$ cat src/rtl/seq_mult_ctrl_if.sv
// Handshake/bus bundle for the sequential shift-and-add multiplier.
// The master drives start/a/b and sees busy/done/product.
// Handshake: start is a request that is accepted only on a clock edge
// where the slave is idle. busy is high while the iterations run. done
// pulses for one cycle, and product is valid from that cycle until the
// next done. There is no back-pressure and no queueing.
interface seq_mult_ctrl_if #(
  parameter int WIDTH = 4
) ();
  logic                 start;
  logic [WIDTH-1:0]     a;
  logic [WIDTH-1:0]     b;
  logic                 busy;
  logic                 done;
  logic [2*WIDTH-1:0]   product;
  logic [1:0]           dbg_state;  // registered FSM state, for observation

  modport master (
    output start, a, b,
    input  busy, done, product, dbg_state
  );

  modport slave (
    input  start, a, b,
    output busy, done, product, dbg_state
  );
endinterface

$ cat src/rtl/seq_mult_ctrl.sv
// Sequential unsigned multiplier: one ripple-carry adder chain built from
// RCA_4bit slices is reused for WIDTH add/shift iterations.

// 4-bit ripple-carry adder slice.
module RCA_4bit (
  input  logic [3:0] a_i,
  input  logic [3:0] b_i,
  input  logic       cin_i,
  output logic [3:0] s_o,
  output logic       cout_o
);
  logic [4:0] c;

  // Full-adder ripple across the four bit positions.
  always_comb begin
    c    = '0;
    s_o  = '0;
    c[0] = cin_i;
    for (int i = 0; i < 4; i++) begin
      s_o[i]   = a_i[i] ^ b_i[i] ^ c[i];
      c[i+1]   = (a_i[i] & b_i[i]) | (c[i] & (a_i[i] ^ b_i[i]));
    end
  end

  assign cout_o = c[4];
endmodule

module seq_mult_ctrl #(
  parameter int WIDTH = 4
) (
  input  logic            clk,
  input  logic            rst_n,
  seq_mult_ctrl_if.slave  bus
);
  localparam int CNT_W = $clog2(WIDTH + 1);
  localparam int NRCA  = WIDTH / 4;

  // Reject widths the 4-bit slice chain cannot build.
  if ((WIDTH % 4) != 0 || WIDTH < 4) begin : g_bad_width
    $error("seq_mult_ctrl: WIDTH must be a multiple of 4 and at least 4");
  end

  typedef enum logic [1:0] {
    IDLE = 2'd0,
    RUN  = 2'd1,
    DONE = 2'd2
  } state_t;

  state_t               state_q, state_d;
  logic [WIDTH-1:0]     mcand_q, mcand_d;
  logic [WIDTH-1:0]     acc_q, acc_d;
  logic [WIDTH-1:0]     mq_q, mq_d;
  logic [CNT_W-1:0]     cnt_q, cnt_d;
  logic [2*WIDTH-1:0]   product_q, product_d;

  logic [WIDTH-1:0]     addend;
  logic [WIDTH-1:0]     sum;
  logic [NRCA:0]        carry;
  logic                 c_out;

  assign addend   = mq_q[0] ? mcand_q : '0;
  assign carry[0] = 1'b0;
  assign c_out    = carry[NRCA];

  for (genvar gi = 0; gi < NRCA; gi++) begin : g_rca
    RCA_4bit u_rca (
      .a_i    (acc_q[4*gi +: 4]),
      .b_i    (addend[4*gi +: 4]),
      .cin_i  (carry[gi]),
      .s_o    (sum[4*gi +: 4]),
      .cout_o (carry[gi+1])
    );
  end

  // State and datapath registers; reset discards any operation in flight.
  always_ff @(posedge clk or negedge rst_n) begin
    if (!rst_n) begin
      state_q   <= IDLE;
      mcand_q   <= '0;
      acc_q     <= '0;
      mq_q      <= '0;
      cnt_q     <= '0;
      product_q <= '0;
    end else begin
      state_q   <= state_d;
      mcand_q   <= mcand_d;
      acc_q     <= acc_d;
      mq_q      <= mq_d;
      cnt_q     <= cnt_d;
      product_q <= product_d;
    end
  end

  // Next-state: capture in IDLE, add/shift in RUN, single-cycle DONE.
  always_comb begin
    state_d   = state_q;
    mcand_d   = mcand_q;
    acc_d     = acc_q;
    mq_d      = mq_q;
    cnt_d     = cnt_q;
    product_d = product_q;
    case (state_q)
      IDLE: begin
        if (bus.start) begin
          mcand_d = bus.a;
          mq_d    = bus.b;
          acc_d   = '0;
          cnt_d   = '0;
          state_d = RUN;
        end
      end
      RUN: begin
        // {acc, mq} <= {carry, sum, mq} >> 1; the carry becomes acc MSB.
        acc_d = {c_out, sum[WIDTH-1:1]};
        mq_d  = {sum[0], mq_q[WIDTH-1:1]};
        cnt_d = cnt_q + CNT_W'(1);
        if (cnt_q == CNT_W'(WIDTH - 1)) begin
          product_d = {c_out, sum, mq_q[WIDTH-1:1]};
          state_d   = DONE;
        end
      end
      DONE: begin
        state_d = IDLE;
      end
      default: begin
        state_d = IDLE;
      end
    endcase
  end

  assign bus.busy      = (state_q == RUN);
  assign bus.done      = (state_q == DONE);
  assign bus.product   = product_q;
  assign bus.dbg_state = state_q;
endmodule

$ cat src/flat_wrapper.sv
// flat-port wrapper written by rule: the top's interface ports become plain ports
module seq_mult_ctrl_flat 
#(
  parameter int WIDTH = 4
)
  (clk, rst_n, bus_start, bus_a, bus_b, bus_busy, bus_done, bus_product, bus_dbg_state);
  seq_mult_ctrl_if #(.WIDTH(WIDTH)) bus_i ();
  input  logic clk;
  input  logic rst_n;
  input wire logic [$bits(bus_i.start)-1:0] bus_start;
  input wire logic [$bits(bus_i.a)-1:0] bus_a;
  input wire logic [$bits(bus_i.b)-1:0] bus_b;
  output wire logic [$bits(bus_i.busy)-1:0] bus_busy;
  output wire logic [$bits(bus_i.done)-1:0] bus_done;
  output wire logic [$bits(bus_i.product)-1:0] bus_product;
  output wire logic [$bits(bus_i.dbg_state)-1:0] bus_dbg_state;
  assign bus_i.start = bus_start;
  assign bus_i.a = bus_a;
  assign bus_i.b = bus_b;
  assign bus_busy = bus_i.busy;
  assign bus_done = bus_i.done;
  assign bus_product = bus_i.product;
  assign bus_dbg_state = bus_i.dbg_state;
  seq_mult_ctrl #(.WIDTH(WIDTH)) u_core (.clk(clk), .rst_n(rst_n), .bus(bus_i));
endmodule
$ cat config.mk
export PLATFORM = sky130hd
export DESIGN_NAME = seq_mult_ctrl_flat
export DESIGN_NICKNAME = d
export VERILOG_FILES = /design/src/rtl/seq_mult_ctrl_if.sv /design/src/rtl/seq_mult_ctrl.sv /design/src/flat_wrapper.sv
export SDC_FILE = /design/constraint.sdc
export NUM_CORES = 1
export LEC_CHECK = 0
export ABC_CLOCK_PERIOD_IN_PS = 2700
export CAP_MARGIN = 10
export CORE_MARGIN = 2
export CORE_UTILIZATION = 50
export DETAILED_ROUTE_END_ITERATION = 8
export GPL_ROUTABILITY_DRIVEN = 1
export GPL_TIMING_DRIVEN = 0
export HOLD_SLACK_MARGIN = 0.12
export PLACE_DENSITY = 0.77
export SLEW_MARGIN = 20
export SYNTH_ARGS = -nofsm -noshare
export SYNTH_HDL_FRONTEND = slang
export SYNTH_SLANG_ARGS = --single-unit
$ cat constraint.sdc
create_clock -name clk -period 2.7 [get_ports clk]
set_input_delay 0.54 -clock clk [delete_from_list [all_inputs] [get_ports clk]]
set_output_delay 0.54 -clock clk [all_outputs]
set_load 0.05 [all_outputs]
* Yosys cells after proc, flatten, opt, wreduce, memory -nomap -nowiden
Cells that the tools add are included.
** Cells by class
- Add/subtract/negate cells :: 1
- Muxes and demuxes :: 10
- Eq/ne operators :: 5
- Bitwise logic cells :: 17
- Reductions and logical operators :: 6
** Operator list (count)
- case mux 4 bit (2 select lines) :: 2
- 2-to-1 mux 4 bit :: 3
- AND reduction 2 bit :: 4
- AND 1 bit :: 7
- bitwise XOR 1 bit :: 7
- case mux 3 bit (2 select lines) :: 1
- 2-to-1 mux 2 bit :: 2
- case mux 2 bit (2 select lines) :: 1
- adder 3 x 1 -> 3 bit (second input constant) :: 1
- == test 3 x 2 -> 1 bit (second input constant) :: 1
- 2-to-1 mux 3 bit :: 1
- OR 1 bit :: 3
- == test 2 x 1 -> 1 bit (second input constant) :: 1
- == test 2 bit (second input constant) :: 1
- zero test 2 bit :: 1
- inequality test 2 x 1 -> 1 bit (second input constant) :: 1
- inequality test 2 bit (second input constant) :: 1
- nonzero test 2 bit :: 1
** Storage, ports and cells
- Register bits :: 25

* Longest topological paths before layout
Gate-level depths: netlist of run 1.
- Word-level depth :: 9
- Depth in mapped cells :: 7
- Depth with buffers taken out :: 7

* Modules after synthesis
A second synthesis of run 1 with hierarchy kept.
** Second synthesis, totals
- Cell total of the unflattened synthesis :: 93
- Area, all modules :: 1148.6 µm²
** Modules (own cells, without submodules)
- seq_mult_ctrl :: seq. area each 625.6 µm², cells each 79, instances 1, area an instance 1031.0 µm²
- RCA_4bit :: seq. area each 0.0 µm², cells each 14, instances 1, area an instance 117.6 µm²

* Worst setup path after synthesis of run 1
Ideal clock, no wire load.
- Kind :: register -> output
- From :: register u_core.state_q[1], in the netlist u_core.bus.dbg_state[1]
- To :: output bus_done
- Setup slack :: 0.582 ns
- Data arrival time :: 1.578 ns
- Stages on the path, launching flop included :: 3
- Buffers on the path :: 1
- Cells stage by stage :: dfrtp_1 -> buf_6 -> nor2b_1
** On the way
- Cells in the longest elaborated chain, start to end :: 1
** Ends and longest elaborated chain
- start: declaration :: RTL line seq_mult_ctrl.sv:49 : state_t state_q, state_d;
- start signal: assignment :: RTL line seq_mult_ctrl.sv:85 : state_q <= state_d;
- == test 2 bit :: RTL line seq_mult_ctrl.sv:132 : assign bus.done = (state_q == DONE);
- end: declaration :: RTL line flat_wrapper.sv:14 : output wire logic [$bits(bus_i.done)-1:0] bus_done;
No other way between the ends.

* Worst setup path after layout of run 1
- From :: register u_core.state_q[1], in the netlist u_core.bus.dbg_state[1]
- To :: output bus_busy
** On the way
- Cells in the longest elaborated chain, start to end :: 1
** Ends and longest elaborated chain
- == test 2 x 1 -> 1 bit :: RTL line seq_mult_ctrl.sv:131 : assign bus.busy = (state_q == RUN);
- end: declaration :: RTL line flat_wrapper.sv:13 : output wire logic [$bits(bus_i.busy)-1:0] bus_busy;
No other way between the ends.

==> impl_metrics.tcl, run 1 <==
set metrics [dict create \
    required_ps 2160 \
    ys_seq_area_share_pct 52.6 \
    cp_top_family "buffers and inverters" \
    numCtsBuffers 3 \
    cts_tree "built" \
    post_cts_resized 0 \
    clock_latency_ps 300 \
    maxSlewViolCount 0 \
    clockBufferDepth 2 \
    ys.flop_type "dfrtp_1" \
    critPathBufInv 4 \
    wl_met2_um 988 \
    fillers 185 \
    wl_per_cell_um 13.9 \
    detail-route-antenna-nets 0 \
    die_h_um 52.8 \
    clkSlewWorstSetupHoldPaths_ps 130 \
    synth_edf_count 0 \
    wl_met3_um 64 \
    nets 138 \
    tightestPinTransition_ps 548 \
    clock_skew_ps 2.82 \
    core-area_mm2 0.00223 \
    vias_per_cell 5.22 \
    cts_sinks 25 \
    fin_setup_tns_ps 0 \
    slowest_delay_ps 780 \
    layout-drive-gt1-share_pct 16.7 \
    antenna_found_initial 0 \
    fin_crit_sh_pct 93.6 \
    outcome "finished, final reports clean" \
    relSlewSlack_pct 63.5 \
    syn_to_final_growth_pct 23.3 \
    hp-class "in2async" \
    wl_mm 2.05 \
    min_period_ps 2530 \
    power.density_mw_per_mm2 1330 \
    end_kind "output port" \
    criticalPathCategory "reg2out" \
    route.layer.met1.wl_um 982 \
    syn-cell-area_mm2 0.00119 \
    top_layer "met4" \
    drt_iter0_markers 6 \
    ys_seq_elements 25 \
    avgSynthCellArea_um2 12.6 \
    die_area_mm2 0.00278 \
    grt_use_total_pct 18.1 \
    cp_slowest_cell "clkdlybuf4s50_1" \
    rsz0062_at_grt "no" \
    initial_core_util_pct 53.2 \
    yosysWarnings 0 \
    cp_common_cell "buf_6" \
    syn-instance-count 94 \
    std_cell_rows 17 \
    synth_nets 111 \
    grt_pass1_vias 785 \
    startpoint_type "register" \
    max_cap_violations 0 \
    dpl.hpwl_mm 1.56 \
    num_antenna_cells 0 \
    vias 773 \
    finalSetupViolCount 0 \
    die_x_um 52.8 \
    post_cts_buffers 0 \
    report.power.total_uw 1950 \
    portBuffers 22 \
    vdd_drop_max_uv 768 \
    h-tree-depth 1 \
    drc 0 \
    hold_viol_final 0 \
    synth.distinct_cells 28 \
    grt_pass1_wl_mm 3.66 \
    holdBufCountCts 0 \
    gr-total-overflow 0 \
    async_flop_share_pct 100 \
    grt_start_max_net_pins 26 \
    cp_max_fo 10 \
    gp_congestion 0.730 \
    fmax_mhz 396 \
    worstPathArrival_ps 1990 \
    dr.pass1.iters 4 \
    leakage_uw 0.000663 \
    io_pins 23 \
    critical_path.cell_chain "buf_6, nand2b_4, buf_6, inv_4, clkdlybuf4s50_1" \
    cts-root-buf "clkbuf_4" \
]
-- per-stage QoR --
stage	std cells	hold slack [ps]	cell area, um^2	setup WS [ps]	util [%]
floorplan	94	244	1190	582	-
global placement	144	471	1440	510	64.6
detailed placement	144	480	1440	470	64.6
CTS	148	510	1470	150	65.8
global route	148	216	1470	98.9	65.6
finish	148	199	1470	173	65.6
-- layer usage --
| layer | track usage (%) | vias to the layer above |
|---|---|---|
| li1 | - | 375 |
| met1 | 25.9 | 383 |
| met2 | 27.9 | 13 |
| met3 | 2.57 | 2 |
| met4 | 6.41 | 0 |
| met5 | 0 | - |
-- layout by cell type, fill, tap and decap left out --
| cell type | count |
|---|---|
| and2_1 | 1 |
| nand3b_4 | 1 |
| inv_1 | 8 |
| ha_1 | 3 |
| mux2_2 | 2 |
| clkbuf_1 | 1 |
| a22o_1 | 1 |
| nor2_8 | 1 |
| a2bb2oi_1 | 2 |
| nor2_1 | 2 |
| o22a_1 | 2 |
| fa_1 | 3 |
| nand2_1 | 11 |
| mux2_4 | 4 |
| a21oi_1 | 1 |
| nand3b_1 | 2 |
| buf_2 | 1 |
| o21bai_1 | 2 |
| buf_6 | 3 |
| o22ai_1 | 4 |
| dfrtp_1 | 25 |
| o21ai_1 | 6 |
| clkbuf_4 | 3 |
| nor2b_1 | 1 |
| inv_4 | 1 |
| clkdlybuf4s50_1 | 21 |
| o21ai_0 | 2 |
| o221a_1 | 1 |
| nor2_4 | 1 |
| buf_4 | 1 |
| o211a_1 | 1 |
| nand2b_4 | 2 |
-- worst paths after layout --
check,slack (ps),from,to,cells past startpoint
max in group asynchronous,2140,rst_n,u_core.acc_q[2]$_DFFE_PN0P_,1
hold reg to reg,500,u_core.bus.product[5]$_DFFE_PN0P_,u_core.bus.product[5]$_DFFE_PN0P_,2
hold / removal,200,rst_n,u_core.bus.product[2]$_DFFE_PN0P_,1
setup reg to reg,440,u_core.mq_q[0]$_DFFE_PN0P_,u_core.acc_q[2]$_DFFE_PN0P_,7
min in group clk,500,u_core.bus.product[5]$_DFFE_PN0P_,u_core.bus.product[5]$_DFFE_PN0P_,2
setup / recovery,170,u_core.bus.dbg_state[1]$_DFFE_PN0P_,bus_busy,5
-- power breakdown --
group	switching (uW)	total, uW	internal, uW	leakage (uW)
logic	648	1140	490	0.000342
clock network	101	159	57.5	0.0000150
registers	96.4	651	555	0.000306
-- cells in the mapped netlist, types with 3 or more instances --
| cell type | instances | area share, % |
|---|---|---|
| mux2_4 | 4 | 5.1 |
| dfrtp_1 | 25 | 53 |
| fa_1 | 3 | 5.1 |
| nand2_1 | 11 | 3.5 |
| inv_1 | 8 | 2.5 |
| o21ai_1 | 6 | 2.5 |
| o22ai_1 | 4 | 2.1 |
| buf_6 | 3 | 2.8 |
| ha_1 | 3 | 3.2 |
-- kinds of logic (layout without fill, tap and decap cells) --
logic type / after synthesis / in the layout / synth area share (%)
compound gates: 22 / 22 / 12.6
fa+ha+maj: 6 / 6 / 8.21
buf+inv: 13 / 39 / 6.53
flops: 25 / 25 / 52.6
mux: 6 / 6 / 6.95
simple gates: 22 / 22 / 13.1
-- cell type report --
| class | count | area [um^2] | area share, % |
|---|---|---|---|
| plain buffers | 4 | 41.3 | 2.82 |
| clock buffers | 4 | 26.3 | 1.79 |
| inverters | 9 | 36.3 | 2.48 |
| multi-input cells | 56 | 485 | 33.1 |
| flip-flops and latches | 25 | 626 | 42.7 |
| well taps | 28 | 35.0 | 2.39 |
| repair buffers | 22 | 215 | 14.7 |
-- registers in the layout, summed over array words and instances, names as in the netlist --
register,count
u_core.bus.product,8
u_core.acc_q,4
u_core.mcand_q,4
u_core.mq_q,4
u_core.cnt_q,3
u_core.bus.dbg_state,2
Note: power is estimated with default switching activity, not from simulation.
==> run 2: changes to the inputs <==
--- a/config.mk
+++ b/config.mk
@@ -9,6 +9,7 @@
 export CAP_MARGIN = 10
 export CORE_MARGIN = 2
 export CORE_UTILIZATION = 50
+export CTS_CLUSTER_DIAMETER = 80
 export DETAILED_ROUTE_END_ITERATION = 8
 export GPL_ROUTABILITY_DRIVEN = 1
 export GPL_TIMING_DRIVEN = 0
==> constraint.sdc (replaced) <==
create_clock -name clk -period 2.7 [get_ports clk]
set_input_delay 0.54 -clock clk [delete_from_list [all_inputs] [get_ports clk]]
set_output_delay 0.54 -clock clk [all_outputs]
set_load 0.005 [all_outputs]
==> results of run 2 <==
Same layout as run 1 (identical final DEF). Status: finished, final reports clean.
Main changes from that run: setup slack after layout 173 ps -> 440 ps; start point of the critical path u_core.bus.dbg_state[1]$_DFFE_PN0P_ -> u_core.mq_q[0]$_DFFE_PN0P_; end point of the critical path bus_busy -> u_core.acc_q[2]$_DFFE_PN0P_; total power 1950 uW -> 1690 uW; worst IR drop on VDD 768 uV -> 648 uV
==> run 3: changes to the inputs <==
--- a/config.mk
+++ b/config.mk
@@ -5,7 +5,7 @@
 export SDC_FILE = /design/constraint.sdc
 export NUM_CORES = 1
 export LEC_CHECK = 0
-export ABC_CLOCK_PERIOD_IN_PS = 2700
+export ABC_CLOCK_PERIOD_IN_PS = 2300
 export CAP_MARGIN = 10
 export CORE_MARGIN = 2
 export CORE_UTILIZATION = 50
==> constraint.sdc (replaced) <==
create_clock -name clk -period 2.3 [get_ports clk]
set_input_delay 0.46 -clock clk [delete_from_list [all_inputs] [get_ports clk]]
set_output_delay 0.46 -clock clk [all_outputs]
set_load 0.005 [all_outputs]
==> run 3 against run 2 <==
  * Clock skew grew 3.2 ps
  * Total power grew 20%
  * Sequential share of layout area decreased by 0.50 points
  * Combinational power grew 23%
  * Sequential power grew 16%
==> impl_metrics.tcl, run 3 (synthesis results as in run 1) <==
set metrics [dict create \
    outcome "finished, final reports clean" \
    clockPowerShare_pct 9.2 \
    nets 140 \
    num_antenna_cells 0 \
    dr.pass1.iters 4 \
    criticalPathCategory "reg2reg" \
    startpoint_type "register" \
    cts-root-buf "clkbuf_4" \
    grt_start_max_net_pins 26 \
    rsz0062_at_grt "no" \
    cp_top_family "adder cells" \
    crit_start "u_core.mcand_q[0]$_DFFE_PN0P_" \
    end_kind "register" \
    cp-endpoint "u_core.acc_q[2]$_DFFE_PN0P_" \
    critPathBufInv 1 \
    hp-class "in2async" \
    critical_path.cell_chain "and2_1, ha_1, inv_1, fa_1, fa_2, fa_1, o22ai_1" \
    grt_pass1_wl_mm 3.66 \
    path_depth 7 \
    drc 0 \
    h-tree-depth 1 \
    min_period_ps 2170 \
    drt_iter0_markers 7 \
    vias 784 \
    clock_skew_ps 6.04 \
    holdBufCountCts 0 \
    die_x_um 52.8 \
    clockBufferDepth 2 \
    final_cell_mix "dfrtp_1, clkdlybuf4s50_1, nand2_1" \
    layout-drive-gt1-share_pct 18.9 \
    finalSetupViolCount 0 \
    tightestPinTransition_ps 546 \
    io_pins 23 \
    place_inst 144 \
    fin_crit_sh_pct 94.6 \
    regToRegSetupSlack_ps 130 \
    combPwrFrac_pct 53.4 \
    core-area_mm2 0.00223 \
    maxSlewViolCount 0 \
    p_sw_uw 707 \
    leakage_uw 0.000672 \
    max_cap_violations 0 \
    final_cells 150 \
    slowest_delay_ps 540 \
    fin_setup_tns_ps 0 \
    hold_viol_final 0 \
    fmax_mhz 460 \
    worstPathArrival_ps 2360 \
    dpl.hpwl_mm 1.56 \
    initial_core_util_pct 53.2 \
    wl_per_cell_um 14.2 \
    wl_mm 2.13 \
    cts_sinks 25 \
    portBuffers 22 \
    die_h_um 52.8 \
    detail-route-antenna-nets 0 \
    numCtsBuffers 3 \
    sw_frac_of_total_pct 34.9 \
    relSlewSlack_pct 63.6 \
    cp_max_fo 2 \
    required_ps 2490 \
    clock_latency_ps 300 \
    rr_startpoint "u_core.mcand_q[0]$_DFFE_PN0P_" \
    clkSlewWorstSetupHoldPaths_ps 130 \
    gp_congestion 0.730 \
    largest_reg_flops 8 \
    cp_slowest_cell "fa_1" \
    worstRegToRegCells 7 \
    std_cell_rows 17 \
    vias_per_cell 5.23 \
    seq_power_share_pct 37.4 \
    vdd_drop_max_uv 754 \
    reg2reg_to "u_core.acc_q[2]$_DFFE_PN0P_" \
    cp_common_cell "fa_1" \
    power.density_mw_per_mm2 1370 \
    antenna_found_initial 0 \
    grt_pass1_vias 785 \
    cts_tree "built" \
    final_common_cell "dfrtp_1" \
    gr-total-overflow 0 \
    die_area_mm2 0.00278 \
    syn_to_final_growth_pct 24.7 \
    grt_use_total_pct 18.1 \
    intPower_uw 1320 \
]
## run 3: cell types whose count changed in the layout (fill, tap and decap cells not counted)
cell,previous run,this run
buf_4,1,3
fa_1,3,2
fa_2,0,1
## run 3: worst min path at each step
stage	to	slack [ps]
6_report	u_core.bus.product[2]$_DFFE_PN0P_	120
5_1_grt	u_core.cnt_q[2]$_DFFE_PN0P_	140
4_1_cts	u_core.bus.product[5]$_DFFE_PN0P_	510
3_5_place_dp	u_core.bus.product[5]$_DFFE_PN0P_	480
3_3_place_gp	u_core.bus.product[6]$_DFFE_PN0P_	470
2_1_floorplan	u_core.acc_q[0]$_DFFE_PN0P_	160
## run 3: layout make-up
type                    instances  area [um^2]
flip-flops and latches         25          626
repair buffers                 24          230
plain buffers                   4         41.3
clock buffers                   4         26.3
fillers                       182          751
well taps                      28         35.0
inverters                       9         36.3
multi-input cells              56          488
## run 3: timing repair
action                                  4_1_cts  5_1_grt
buffers inserted                              0        2
resized for setup                             0        1
endpoints found under the setup margin        0        4
## run 3: worst register-to-register path: stages, from the launching register on
cell	delay, ps
dfrtp_1	360
and2_1	140
ha_1	140
inv_1	50
fa_1	380
fa_2	360
fa_1	540
o22ai_1	90
## run 3: power groups by stage
stage / Sequential (uW) / Combinational [uW] / Clock (uW)
detailed placement: 775 / 1040 / 0
floorplan: 756 / 697 / 0
global placement: 764 / 1000 / 0
finish: 758 / 1080 / 186
global route: 782 / 1200 / 213
CTS: 766 / 1050 / 196
## run 3: stage by stage
stage	hold slack [ps]	total power, uW	worst slack, ps	utilization [%]	area [um^2]
floorplan	164	1450	192	-	1190
global placement	471	1770	110	64.6	1440
detailed placement	480	1820	70.1	64.6	1440
CTS	510	2010	18.0	65.8	1470
global route	136	2190	16.4	66.4	1480
finish	118	2030	125	66.4	1480
## run 3: metal layers
metal / GRT usage, % / vias to the layer above / part of all wire [%]
met5: 0 / - / 0
met4: 6.41 / 0 / 0.80
met3: 2.57 / 2 / 3.1
met2: 27.9 / 13 / 49
met1: 25.9 / 391 / 47
li1: - / 378 / -
